$ cat src/rtl/ctrl_pkg.sv
// Shared definitions for the sequencing control unit: opcodes, FSM states,
// decoder output bundle and parameter defaults.
package ctrl_pkg;

    localparam int IW_DEF     = 9;
    localparam int OPW_DEF    = 4;
    localparam int LD_LAT_DEF = 1;
    localparam int CW_DEF     = 16;

    localparam logic [3:0] OP_LOAD  = 4'h0;
    localparam logic [3:0] OP_MOV   = 4'h1;
    localparam logic [3:0] OP_PULL  = 4'h2;
    localparam logic [3:0] OP_STORE = 4'h3;
    localparam logic [3:0] OP_SHL   = 4'h4;
    localparam logic [3:0] OP_SHR   = 4'h5;
    localparam logic [3:0] OP_ADD   = 4'h6;
    localparam logic [3:0] OP_ADDC  = 4'h7;
    localparam logic [3:0] OP_SUB   = 4'h8;
    localparam logic [3:0] OP_SUBC  = 4'h9;
    localparam logic [3:0] OP_BEQ   = 4'hA;
    localparam logic [3:0] OP_BTR   = 4'hB;
    localparam logic [3:0] OP_GT    = 4'hC;
    localparam logic [3:0] OP_FIRST = 4'hD;
    localparam logic [3:0] OP_LAST  = 4'hE;
    localparam logic [3:0] OP_HALT  = 4'hF;

    typedef enum logic [1:0] {
        ST_IDLE   = 2'd0,
        ST_RUN    = 2'd1,
        ST_LDWAIT = 2'd2,
        ST_HALTED = 2'd3
    } ctrl_state_t;

    // Per-opcode action bundle produced by the decoder, gated by the FSM.
    typedef struct packed {
        logic reg_wr;
        logic mem_wr;
        logic is_load;
        logic set_zc;
        logic set_t;
        logic is_beq;
        logic is_btr;
        logic is_halt;
    } dec_t;

endpackage

$ cat src/rtl/ctrl_dec.sv
// Combinational opcode decoder for non-immediate instructions.
module ctrl_dec
    import ctrl_pkg::*;
#(
    parameter int OPW = OPW_DEF
) (
    input  logic [OPW-1:0] opcode,
    output dec_t           dec
);

    // Opcode to action bundle; unlisted encodings do nothing.
    always_comb begin
        dec = '0;
        case (opcode)
            OPW'(OP_LOAD):  dec.is_load = 1'b1;
            OPW'(OP_MOV),
            OPW'(OP_PULL):  dec.reg_wr  = 1'b1;
            OPW'(OP_STORE): dec.mem_wr  = 1'b1;
            OPW'(OP_SHL),
            OPW'(OP_SHR),
            OPW'(OP_ADD),
            OPW'(OP_ADDC),
            OPW'(OP_SUB),
            OPW'(OP_SUBC): begin
                dec.reg_wr = 1'b1;
                dec.set_zc = 1'b1;
            end
            OPW'(OP_BEQ):   dec.is_beq  = 1'b1;
            OPW'(OP_BTR):   dec.is_btr  = 1'b1;
            OPW'(OP_GT),
            OPW'(OP_FIRST),
            OPW'(OP_LAST):  dec.set_t   = 1'b1;
            OPW'(OP_HALT):  dec.is_halt = 1'b1;
            default:        dec = '0;
        endcase
    end

endmodule

$ cat src/rtl/ctrl_seq.sv
// Run/halt sequencer for the accumulator core.
//   state  | meaning
//   IDLE   | after reset, waiting for Start
//   RUN    | executing one instruction per cycle
//   LDWAIT | load in flight, PC held until data returns
//   HALTED | halt retired, Done high, waiting for Start
module ctrl_seq
    import ctrl_pkg::*;
#(
    parameter int IW     = IW_DEF,
    parameter int OPW    = OPW_DEF,
    parameter int LD_LAT = LD_LAT_DEF,
    parameter int CW     = CW_DEF
) (
    input  logic           Clk,
    input  logic           Reset_n,
    input  logic           Start,
    input  logic [IW-1:0]  Instruction,
    input  logic           AluZero,
    input  logic           AluCond,
    input  logic           AluCarry,
    output logic           PcRst,
    output logic           PcEn,
    output logic           BranchTaken,
    output logic [OPW-1:0] AluOp,
    output logic           ImmEn,
    output logic           RegWrEn,
    output logic           MemRdEn,
    output logic           MemWrEn,
    output logic           CarryQ,
    output logic           Done,
    output logic [CW-1:0]  InstCnt
);

    ctrl_state_t state, state_next;
    dec_t        dec;
    logic        z_q, t_q, c_q;
    logic [2:0]  wait_q;
    logic [CW-1:0] cnt_q;
    logic        zc_we, t_we, wait_load, wait_dec, cnt_clr, cnt_inc;
    logic        unused_bits;

    assign AluOp       = Instruction[IW-2 -: OPW];
    assign CarryQ      = c_q;
    assign InstCnt     = cnt_q;
    // Operand bits below the opcode are consumed by the datapath, not here.
    assign unused_bits = ^Instruction[IW-OPW-2:0];

    ctrl_dec #(.OPW(OPW)) u_dec (
        .opcode (AluOp),
        .dec    (dec)
    );

    // Next state and state-gated enables.
    always_comb begin
        state_next  = state;
        PcRst       = 1'b0;
        PcEn        = 1'b0;
        BranchTaken = 1'b0;
        ImmEn       = 1'b0;
        RegWrEn     = 1'b0;
        MemRdEn     = 1'b0;
        MemWrEn     = 1'b0;
        Done        = 1'b0;
        zc_we       = 1'b0;
        t_we        = 1'b0;
        wait_load   = 1'b0;
        wait_dec    = 1'b0;
        cnt_clr     = 1'b0;
        cnt_inc     = 1'b0;
        case (state)
            ST_IDLE: begin
                if (Start) begin
                    state_next = ST_RUN;
                    PcRst      = 1'b1;
                    cnt_clr    = 1'b1;
                end
            end
            ST_RUN: begin
                if (Instruction[IW-1]) begin
                    ImmEn   = 1'b1;
                    RegWrEn = 1'b1;
                    PcEn    = 1'b1;
                end else if (dec.is_halt) begin
                    state_next = ST_HALTED;
                    cnt_inc    = 1'b1;
                end else if (dec.is_load) begin
                    MemRdEn = 1'b1;
                    if (LD_LAT == 0) begin
                        RegWrEn = 1'b1;
                        PcEn    = 1'b1;
                    end else begin
                        state_next = ST_LDWAIT;
                        wait_load  = 1'b1;
                    end
                end else begin
                    PcEn        = 1'b1;
                    RegWrEn     = dec.reg_wr;
                    MemWrEn     = dec.mem_wr;
                    zc_we       = dec.set_zc;
                    t_we        = dec.set_t;
                    // Branches resolve on the registered flags only.
                    BranchTaken = (dec.is_beq & z_q) | (dec.is_btr & t_q);
                end
            end
            ST_LDWAIT: begin
                MemRdEn = 1'b1;
                if (wait_q == 3'd1) begin
                    RegWrEn    = 1'b1;
                    PcEn       = 1'b1;
                    state_next = ST_RUN;
                end else begin
                    wait_dec = 1'b1;
                end
            end
            ST_HALTED: begin
                Done = 1'b1;
                if (Start) begin
                    state_next = ST_RUN;
                    PcRst      = 1'b1;
                    cnt_clr    = 1'b1;
                end
            end
            default: state_next = ST_IDLE;
        endcase
        if (PcEn) cnt_inc = 1'b1;
    end

    // State register.
    always_ff @(posedge Clk) begin
        if (!Reset_n) state <= ST_IDLE;
        else          state <= state_next;
    end

    // Zero/True/Carry condition registers.
    always_ff @(posedge Clk) begin
        if (!Reset_n) begin
            z_q <= 1'b0;
            t_q <= 1'b0;
            c_q <= 1'b0;
        end else begin
            if (zc_we) begin
                z_q <= AluZero;
                c_q <= AluCarry;
            end
            if (t_we) t_q <= AluCond;
        end
    end

    // Load-latency down-counter.
    always_ff @(posedge Clk) begin
        if (!Reset_n)       wait_q <= 3'd0;
        else if (wait_load) wait_q <= 3'(LD_LAT);
        else if (wait_dec)  wait_q <= wait_q - 3'd1;
    end

    // Saturating retired-instruction counter.
    always_ff @(posedge Clk) begin
        if (!Reset_n)                   cnt_q <= '0;
        else if (cnt_clr)               cnt_q <= '0;
        else if (cnt_inc && cnt_q != '1) cnt_q <= cnt_q + 1'b1;
    end

endmodule

$ cat config.mk
export PLATFORM = sky130hd
export DESIGN_NAME = ctrl_seq
export DESIGN_NICKNAME = d
export VERILOG_FILES = /design/src/rtl/ctrl_pkg.sv /design/src/rtl/ctrl_dec.sv /design/src/rtl/ctrl_seq.sv
export SDC_FILE = /design/constraint.sdc
export NUM_CORES = 1
export LEC_CHECK = 0
export ABC_AREA = 1
export CAP_MARGIN = 5
export CORE_MARGIN = 8
export CORE_UTILIZATION = 30
export DETAILED_ROUTE_END_ITERATION = 7
export PLACE_DENSITY = 0.54
export SLEW_MARGIN = 10
export SYNTH_ARGS = -nofsm -noshare
export SYNTH_HDL_FRONTEND = slang
export SYNTH_SLANG_ARGS = --single-unit
$ cat constraint.sdc
create_clock -name Clk -period 1.8 [get_ports Clk]
set_input_delay 0.27 -clock Clk [delete_from_list [all_inputs] [get_ports Clk]]
set_output_delay 0.27 -clock Clk [all_outputs]
set_load 0.01 [all_outputs]
==> impl_metrics.ini, run 1 <==
[floorplan]
core_area_um2 = 5510
rows = 27
ioPinCount = 44
initial_utilization = 0.310
dieArea_um2 = 8350
die_w_um = 91.4
die_h_um = 91.4

[worst_setup_path]
crit_path_start_kind = flop
worstPathCellList = buf_4 -> ha_1 -> clkdlybuf4s50_1
critPathMaxStageDelay_ns = 0.48
worstReg2RegStart = InstCnt[1]
r2r_cells = 8
critPathCapture = Done
r2r_slack_ns = 0.22
cpMaxStageDelayCell = clkdlybuf4s50_1
timing.rr.end = InstCnt[5]
crit_path_end_kind = output pin
critPathKind = reg -> out
cp_max_fo = 4
cp-startpoint = state[0]
cp.arrival_ns = 1.45
critPathRequiredTime_ns = 1.53

[sta]
fin_crit_ns = 1.72
finalCritPeriodShare = 0.954
finalSetupViolations = 0
tightest_slew_ns = 0.279
hold_viol = 0
fin_skew_ns = 0.0132
relSlewSlack = 0.814
tns_ns = 0
max_freq_mhz = 582
rsz0062_at_grt = yes
timing.hold.ws_ns = 0.464
slew_violations = 0

[cts]
clk_latency_ns = 0.28
cts.clk_slew.worst_paths_ns = 0.10
cts_max_path_buffers = 2
htree_levels = 1
cts_root_buf = clkbuf_8
cts-buffers-inserted = 3
cts_sinks = 24
hold_buffers = 0
cts_tree = yes

[synthesis]
ys_ff_latch = 24
ys_seq_area_frac = 0.282
netlist_area_um2 = 1710
ys_warn_count = 0
synth.distinct_cells = 27
synth_cells = 250
synth_nets = 271
syn_area_per_cell_um2 = 6.82

[route]
wl_per_cell_um = 11.4
drc_errors = 0
drt-total-wl_um = 4390
drt_iter0_drc = 85
drtAntennaViolNets = 0
first_pass_iters = 4
vias = 1722
routed_via_density = 4.48

[power_and_ir_drop]
peakVddDrop_mv = 0.554
power_per_cell_area_nw_per_um2 = 838
leakagePower_nw = 0.965

[placement]
port_buffers = 39
gp_congestion = 0.749
dpl.hpwl_um = 3340
place_area_um2 = 2290
placed_cells = 378

[min_path]
worstHoldStart = wait_q[1]
worstHoldPathType = reg -> reg

[global_route]
grt_max_degree = 27
grtUsageTotal = 0.109
grt_pass1_wl_um = 7800
first_global_vias = 1775
antenna_found_initial = 0
grt_overflow_total = 0

[finish]
syn2layout_area_growth_pct = 41.7
layout-drive-gt1-share = 0.266
final_util = 0.439
fill_cells = 555
final_area_um2 = 2420
num-nets-final = 334
diodes = 0
final_cell_count_no_fill = 384

[flow_run]
drv_cap = 0

[outcome]
outcome = completed
-- placed cells by master, fill, tap and decap left out, drive strengths merged --
cell type      instances
o21ai                  7
dlygate4sd2            3
clkbuf                 5
inv                   31
nand4                  4
clkdlybuf4s50         28
nand3b                 2
or2                    1
nand3                 26
nor2                  46
dfxtp                 24
a2111oi                1
nand2                 64
bufinv                 1
buf                   30
nor3                   3
a21oi                 26
dlymetal6s2s           2
ha                     6
xor2                   2
-- flip-flops by register name, indices dropped and copies added (netlist names) --
name,cells
InstCnt,16
wait_q,3
state,2
CarryQ,1
t_q,1
z_q,1
-- timing repair --
action / in CTS / in global routing
endpoints found under the hold margin: 0 / 0
resized for setup: 28 / 14
pin swaps: 1 / 3
setup buffers: 1 / 0
cloned: 0 / 1
setup endpoints to repair: 7 / 8
-- metrics by stage --
stage	setup slack (ns)	total power, mW
6_report	0.0830	2.03
2_1_floorplan	0.160	1.16
3_5_place_dp	-0.466	1.49
4_1_cts	-0.0636	2.01
3_3_place_gp	-0.423	1.49
5_1_grt	-0.00611	2.20
-- worst max-delay path, delay by kind of cell (launching register included) --
family,cells,cell delay (ns)
buffers and inverters,2,0.61
adders and majority gates,1,0.18
DFF,1,0.38
-- kinds of logic (layout without fill, tap and decap cells) --
| logic type | count (synthesis) | count (layout) | share of synthesized area |
|---|---|---|---|
| simple gates | 145 | 146 | 0.445 |
| buf+inv | 39 | 100 | 0.115 |
| compound gates | 34 | 34 | 0.104 |
| flops | 24 | 24 | 0.282 |
| fa+ha+maj | 6 | 6 | 0.0440 |
| xor+xnor | 2 | 2 | 0.0103 |
-- how the worst min path moves through the flow --
stage | endpoint | slack, ns | cells after the start
floorplan | wait_q[0] | 0.39 | 2
global placement | wait_q[1] | 0.45 | 2
detailed placement | t_q | 0.45 | 2
CTS | wait_q[1] | 0.47 | 2
global route | z_q | 0.49 | 2
finish | wait_q[1] | 0.46 | 2
-- layer usage --
layer  up-vias  share of wire  global-route usage
met5         -              0                   0
li1        926              -                   -
met4         0         0.0087              0.0327
met2        29           0.49               0.193
met3         4          0.046              0.0255
met1       763           0.45               0.127
-- layout make-up --
cell class | count | area (um^2) | share of cell area
clock buffer | 3 | 41.3 | 0.0171
clock inverter | 1 | 30.0 | 0.0124
inverter | 31 | 116 | 0.0481
multi-input combinational | 188 | 1100 | 0.453
sequential | 24 | 487 | 0.201
tap | 72 | 90.1 | 0.0373
timing repair buffer | 65 | 557 | 0.230
-- power breakdown --
group / internal [mW] / switching, mW / leakage, nW / total (mW)
clock: 0.298 / 0.189 / 0.0357 / 0.487
sequential: 0.587 / 0.0374 / 0.196 / 0.624
combinational: 0.414 / 0.501 / 0.733 / 0.914
total: 1.30 / 0.727 / 0.965 / 2.03
-- cell usage after synthesis (all sizes together) --
master   count  area [um^2]
o21ai        7         35.0
a2111oi      1         8.76
xor2         2         17.5
dfxtp       24          480
nor3         3         15.0
nand2       63          292
buf          7         72.6
clkbuf       1         7.51
inv         31          116
nor2        46          208
a21oi       26          134
nand3b       2         15.0
nand4        4         25.0
ha           6         75.1
nand3       26          198
or2          1         6.26
No activity file was read; power rests on OpenSTA's default activity.
==> inputs of run 2 (changes only) <==
--- a/config.mk
+++ b/config.mk
@@ -11,7 +11,7 @@
 export CORE_UTILIZATION = 30
 export DETAILED_ROUTE_END_ITERATION = 7
 export PLACE_DENSITY = 0.54
-export SLEW_MARGIN = 10
+export SLEW_MARGIN = 0
 export SYNTH_ARGS = -nofsm -noshare
 export SYNTH_HDL_FRONTEND = slang
 export SYNTH_SLANG_ARGS = --single-unit
==> constraint.sdc (replaced) <==
create_clock -name Clk -period 1.8 [get_ports Clk]
set_input_delay 0.36 -clock Clk [delete_from_list [all_inputs] [get_ports Clk]]
set_output_delay 0.36 -clock Clk [all_outputs]
set_load 0.01 [all_outputs]
==> run 2 against run 1 <==
Global-route usage is 0.37 points lower. Fmax is 2.8% lower. Via count down 2.0%. Critical path type unchanged. Setup slack worse by 0.049 ns. Die area stayed put. Largest power group unchanged. Clock skew down 0.0024 ns. Clock power fell by 23%.
==> impl_metrics.ini, run 2 (synthesized netlist as in run 1, its figures left out) <==
[min_path]
worstHoldPathType = reg -> reg
hold_depth = 2
worstHoldStart = wait_q[1]
hold_end = wait_q[1]

[sta]
fin_skew_ns = 0.0107
finalCritPeriodShare = 0.981
rsz0062_at_grt = yes
tns_ns = 0
hold_viol = 0
relSlewSlack = 0.828
fin_crit_ns = 1.77
max_freq_mhz = 566
timing.hold.ws_ns = 0.473
slew_violations = 0
tightest_slew_ns = 0.258
finalSetupViolations = 0

[finish]
largest_reg_flops = 16
layout-drive-gt1-share = 0.303
num-nets-final = 336
final_cell_count_no_fill = 386
final_cell_mix = nand2_1 (53), nor2_1 (38), clkdlybuf4s50_1 (26), buf_4 (26)
layout_commonest_cell = nand2_1
syn2layout_area_growth_pct = 42.6
diodes = 0

[outcome]
outcome = completed

[cts]
cts-buffers-inserted = 3
cts.clk_slew.worst_paths_ns = 0.09
clk_latency_ns = 0.27
cts_tree = yes
hold_buffers = 0
cts_max_path_buffers = 2
cts_sinks = 24
cts_root_buf = clkbuf_8
htree_levels = 1

[global_route]
grt_pass1_wl_um = 7580
grt_max_degree = 27
first_global_vias = 1677
grt_overflow_total = 0
grtUsageTotal = 0.106
antenna_found_initial = 0

[floorplan]
die_h_um = 91.4
rows = 27
core_area_um2 = 5510
ioPinCount = 44
dieArea_um2 = 8350
initial_utilization = 0.310
die_w_um = 91.4

[worst_setup_path]
worstReg2RegStart = InstCnt[1]
crit_path_end_kind = output pin
crit_path_start_kind = flop
critPathRequiredTime_ns = 1.44
timing.rr.end = InstCnt[5]
critPathKind = reg -> out
r2r_slack_ns = 0.16
r2r_cells = 8
cp_max_fo = 4
cp.arrival_ns = 1.41

[placement]
placed_cells = 380
port_buffers = 39
dpl.hpwl_um = 3390
gp_congestion = 0.772

[power_and_ir_drop]
p_total_mw = 1.94
peakVddDrop_mv = 0.543
leakagePower_nw = 0.968
power_per_cell_area_nw_per_um2 = 797

[route]
routed_via_density = 4.37
drtAntennaViolNets = 0
drt-total-wl_um = 4250
drc_errors = 0
wl_per_cell_um = 11.0
vias = 1687
first_pass_iters = 4
drt_iter0_drc = 62

[flow_run]
drv_cap = 0
run 2: changes by cell type in the layout (fill, tap and decap cells not counted), sizes merged:
cell and delta:
bufinv -1, clkdlybuf4s50 -2, dlymetal6s2s -1, clkbuf +3, buf +5, dlygate4sd2 -1, nand2 -1
run 2: cell type report:
type	instances	area [um^2]
inverters	31	121
clock buffers	4	55.1
fillers	560	3070
multi-input cells	187	1110
well taps	72	90.1
flip-flops and latches	24	487
repair buffers	68	569
run 2: through the flow:
stage	utilization	setup slack, ns	area [um^2]
after CTS	0.431	-0.0115	2380
after global placement	0.419	-0.603	2310
after global routing	0.442	-0.0295	2430
final	0.442	0.0336	2430
after floorplan	-	0.0703	1710
after detailed placement	0.419	-0.648	2310
run 2: metal layers:
layer  part of all wire  vias to the layer above  GRT usage
li1                   -                      924          -
met1               0.47                      740      0.127
met2               0.48                       21      0.182
met3              0.040                        2     0.0239
met4             0.0071                        0     0.0286
met5                  0                        -          0
run 2: worst max path at each step:
stage / startpoint / to / slack [ns]
5_1_grt: state[0] / RegWrEn / -0.03
6_report: state[0] / RegWrEn / 0.03
2_1_floorplan: state[1] / BranchTaken / 0.07
3_5_place_dp: Instruction[6] / RegWrEn / -0.65
4_1_cts: state[1] / RegWrEn / -0.01
3_3_place_gp: Instruction[5] / BranchTaken / -0.60
run 2: what timing repair did:
action / in CTS / in global routing
pin swaps: 1 / 8
resized for setup: 41 / 26
setup endpoints to repair: 11 / 7
buffers inserted: 0 / 2
hold endpoints to repair: 0 / 0
run 2: where the power goes:
| group | internal, mW | total [mW] | switching (mW) | leakage [nW] |
|---|---|---|---|---|
| clock network | 0.195 | 0.373 | 0.178 | 0.0288 |
| registers | 0.588 | 0.631 | 0.0427 | 0.196 |
| logic | 0.433 | 0.934 | 0.500 | 0.744 |
run 2: critical path, cell delays in order, from the launching register on:
cell,delay (ns)
dfxtp_4,0.40
ha_4,0.17
buf_6,0.11
nand3_2,0.08
nand2_2,0.09
nand2_4,0.06
a21oi_2,0.09
buf_2,0.14
==> inputs of run 3 (changes only) <==
--- a/config.mk
+++ b/config.mk
@@ -7,7 +7,6 @@
 export LEC_CHECK = 0
 export ABC_AREA = 1
 export CAP_MARGIN = 5
-export CORE_MARGIN = 8
 export CORE_UTILIZATION = 30
 export DETAILED_ROUTE_END_ITERATION = 7
 export PLACE_DENSITY = 0.54
==> run 3 against run 2 <==
First-iteration DRC count decreased by 13%. Global-route usage increased by 4.0 points. Largest power group unchanged. Largest cell class unchanged. Clock power is 29% higher. Die area down 28%. Routed wire length fell by 2.5%.
==> impl_metrics.ini, run 3 (synthesized netlist as in run 1, its figures left out) <==
[outcome]
outcome = completed

[route]
routed.top_layer = met4
drtAntennaViolNets = 0
vias = 1729
drt-total-wl_um = 4140
wl_met2_um = 1930
wl_met3_um = 119
wl_per_cell_um = 10.7
first_pass_iters = 4
m1WireLength_um = 2040
drt_iter0_drc = 54
drc_errors = 0
routed_via_density = 4.48

[worst_setup_path]
crit_family = flip-flops
worstReg2RegStart = wait_q[1]
crit_path_end_kind = output pin
crit_path_start_kind = flop
critPathMaxStageDelay_ns = 0.34
critPathKind = reg -> out
cp_num_buf_inv = 3
cpMaxStageDelayCell = dfxtp_2
worstPathCellList = inv_2 -> ha_4 -> inv_2 -> a2111oi_2 -> buf_2
timing.rr.end = wait_q[1]
cp_max_fo = 3
r2r_slack_ns = 0.17
cp_common_cell = inv_2
r2r_cells = 8
critPathRequiredTime_ns = 1.44
cp.arrival_ns = 1.40

[sta]
finalSetupViolations = 0
fin_crit_ns = 1.76
tightest_slew_ns = 0.267
max_freq_mhz = 568
finalCritPeriodShare = 0.978
rsz0062_at_grt = yes
hold_viol = 0
fin_skew_ns = 0.0110
tns_ns = 0
slew_violations = 0
timing.hold.ws_ns = 0.475
relSlewSlack = 0.822

[min_path]
worstHoldPathType = reg -> reg
worstHoldStart = wait_q[1]
hold_end = wait_q[1]
hold_depth = 2

[global_route]
grt_pass1_wl_um = 7080
grt_overflow_total = 0
grtUsageTotal = 0.146
first_global_vias = 1581
antenna_found_initial = 0
grt_max_degree = 27

[cts]
htree_levels = 1
cts_root_buf = clkbuf_8
cts.clk_slew.worst_paths_ns = 0.08
cts_tree = yes
cts_max_path_buffers = 2
cts-buffers-inserted = 3
hold_buffers = 0
clk_latency_ns = 0.27
cts_sinks = 24

[floorplan]
initial_utilization = 0.310
ioPinCount = 44
rows = 27
dieArea_um2 = 5990
die_h_um = 77.4
die_w_um = 77.4
core_area_um2 = 5510

[placement]
place_area_um2 = 2290
gp_congestion = 0.795
dpl.hpwl_um = 3190
port_buffers = 39

[finish]
layout-drive-gt1-share = 0.303
num-nets-final = 336
largest_reg_flops = 16
syn2layout_area_growth_pct = 43.2
final_cell_mix = nand2_1 (53), nor2_1 (38), buf_4 (27), clkdlybuf4s50_1 (26)
layout_commonest_cell = nand2_1
final_area_um2 = 2440
diodes = 0

[power_and_ir_drop]
leakagePower_nw = 0.960
p_total_mw = 2.05
peakVddDrop_mv = 0.546
power_per_cell_area_nw_per_um2 = 839

[flow_run]
drv_cap = 0
==> run 3: worst max path at each step <==
stage               depth (start not counted)           to           start  slack [ns]
floorplan                                   4  BranchTaken        state[1]        0.07
global placement                            6      RegWrEn  Instruction[6]       -0.61
detailed placement                          6  BranchTaken  Instruction[5]       -0.70
CTS                                         5  BranchTaken        state[1]       -0.11
global route                                8      MemWrEn        state[1]       -0.03
finish                                      5  BranchTaken        state[1]        0.04
==> run 3: final cells by class <==
type,instances,area [um^2]
repair buffers,68,567
clock inverters,1,30.0
inverters,31,116
flip-flops and latches,24,487
multi-input cells,187,1110
clock buffers,3,41.3
fillers,561,3060
well taps,72,90.1
==> run 3: per-layer routing <==
metal,global-route usage,vias to the layer above
li1,-,924
met1,0.181,771
met2,0.254,30
met3,0.0306,4
met4,0.0396,0
met5,0,-
==> run 3: timing repair <==
action	4_1_cts	5_1_grt
buffers inserted	1	3
pin swaps	1	9
gates resized for setup	45	21
endpoints found under the setup margin	12	6
==> run 3: tightest hold or removal path, cell delays in order, from the launching register on <==
cell,delay (ns)
dfxtp_2,0.33
nand2_1,0.06
a21oi_1,0.06
==> run 3: through the flow <==
| stage | cells | util | setup WS, ns |
|---|---|---|---|
| finish | 386 | 0.444 | 0.0393 |
| global route | 386 | 0.444 | -0.0283 |
| CTS | 383 | 0.434 | -0.108 |
| detailed placement | 378 | 0.416 | -0.696 |
| global placement | 378 | 0.416 | -0.607 |
| floorplan | 250 | - | 0.0703 |
==> run 3: power breakdown <==
part	switching [mW]	internal, mW
clock	0.186	0.297
sequential	0.0412	0.588
combinational	0.497	0.439
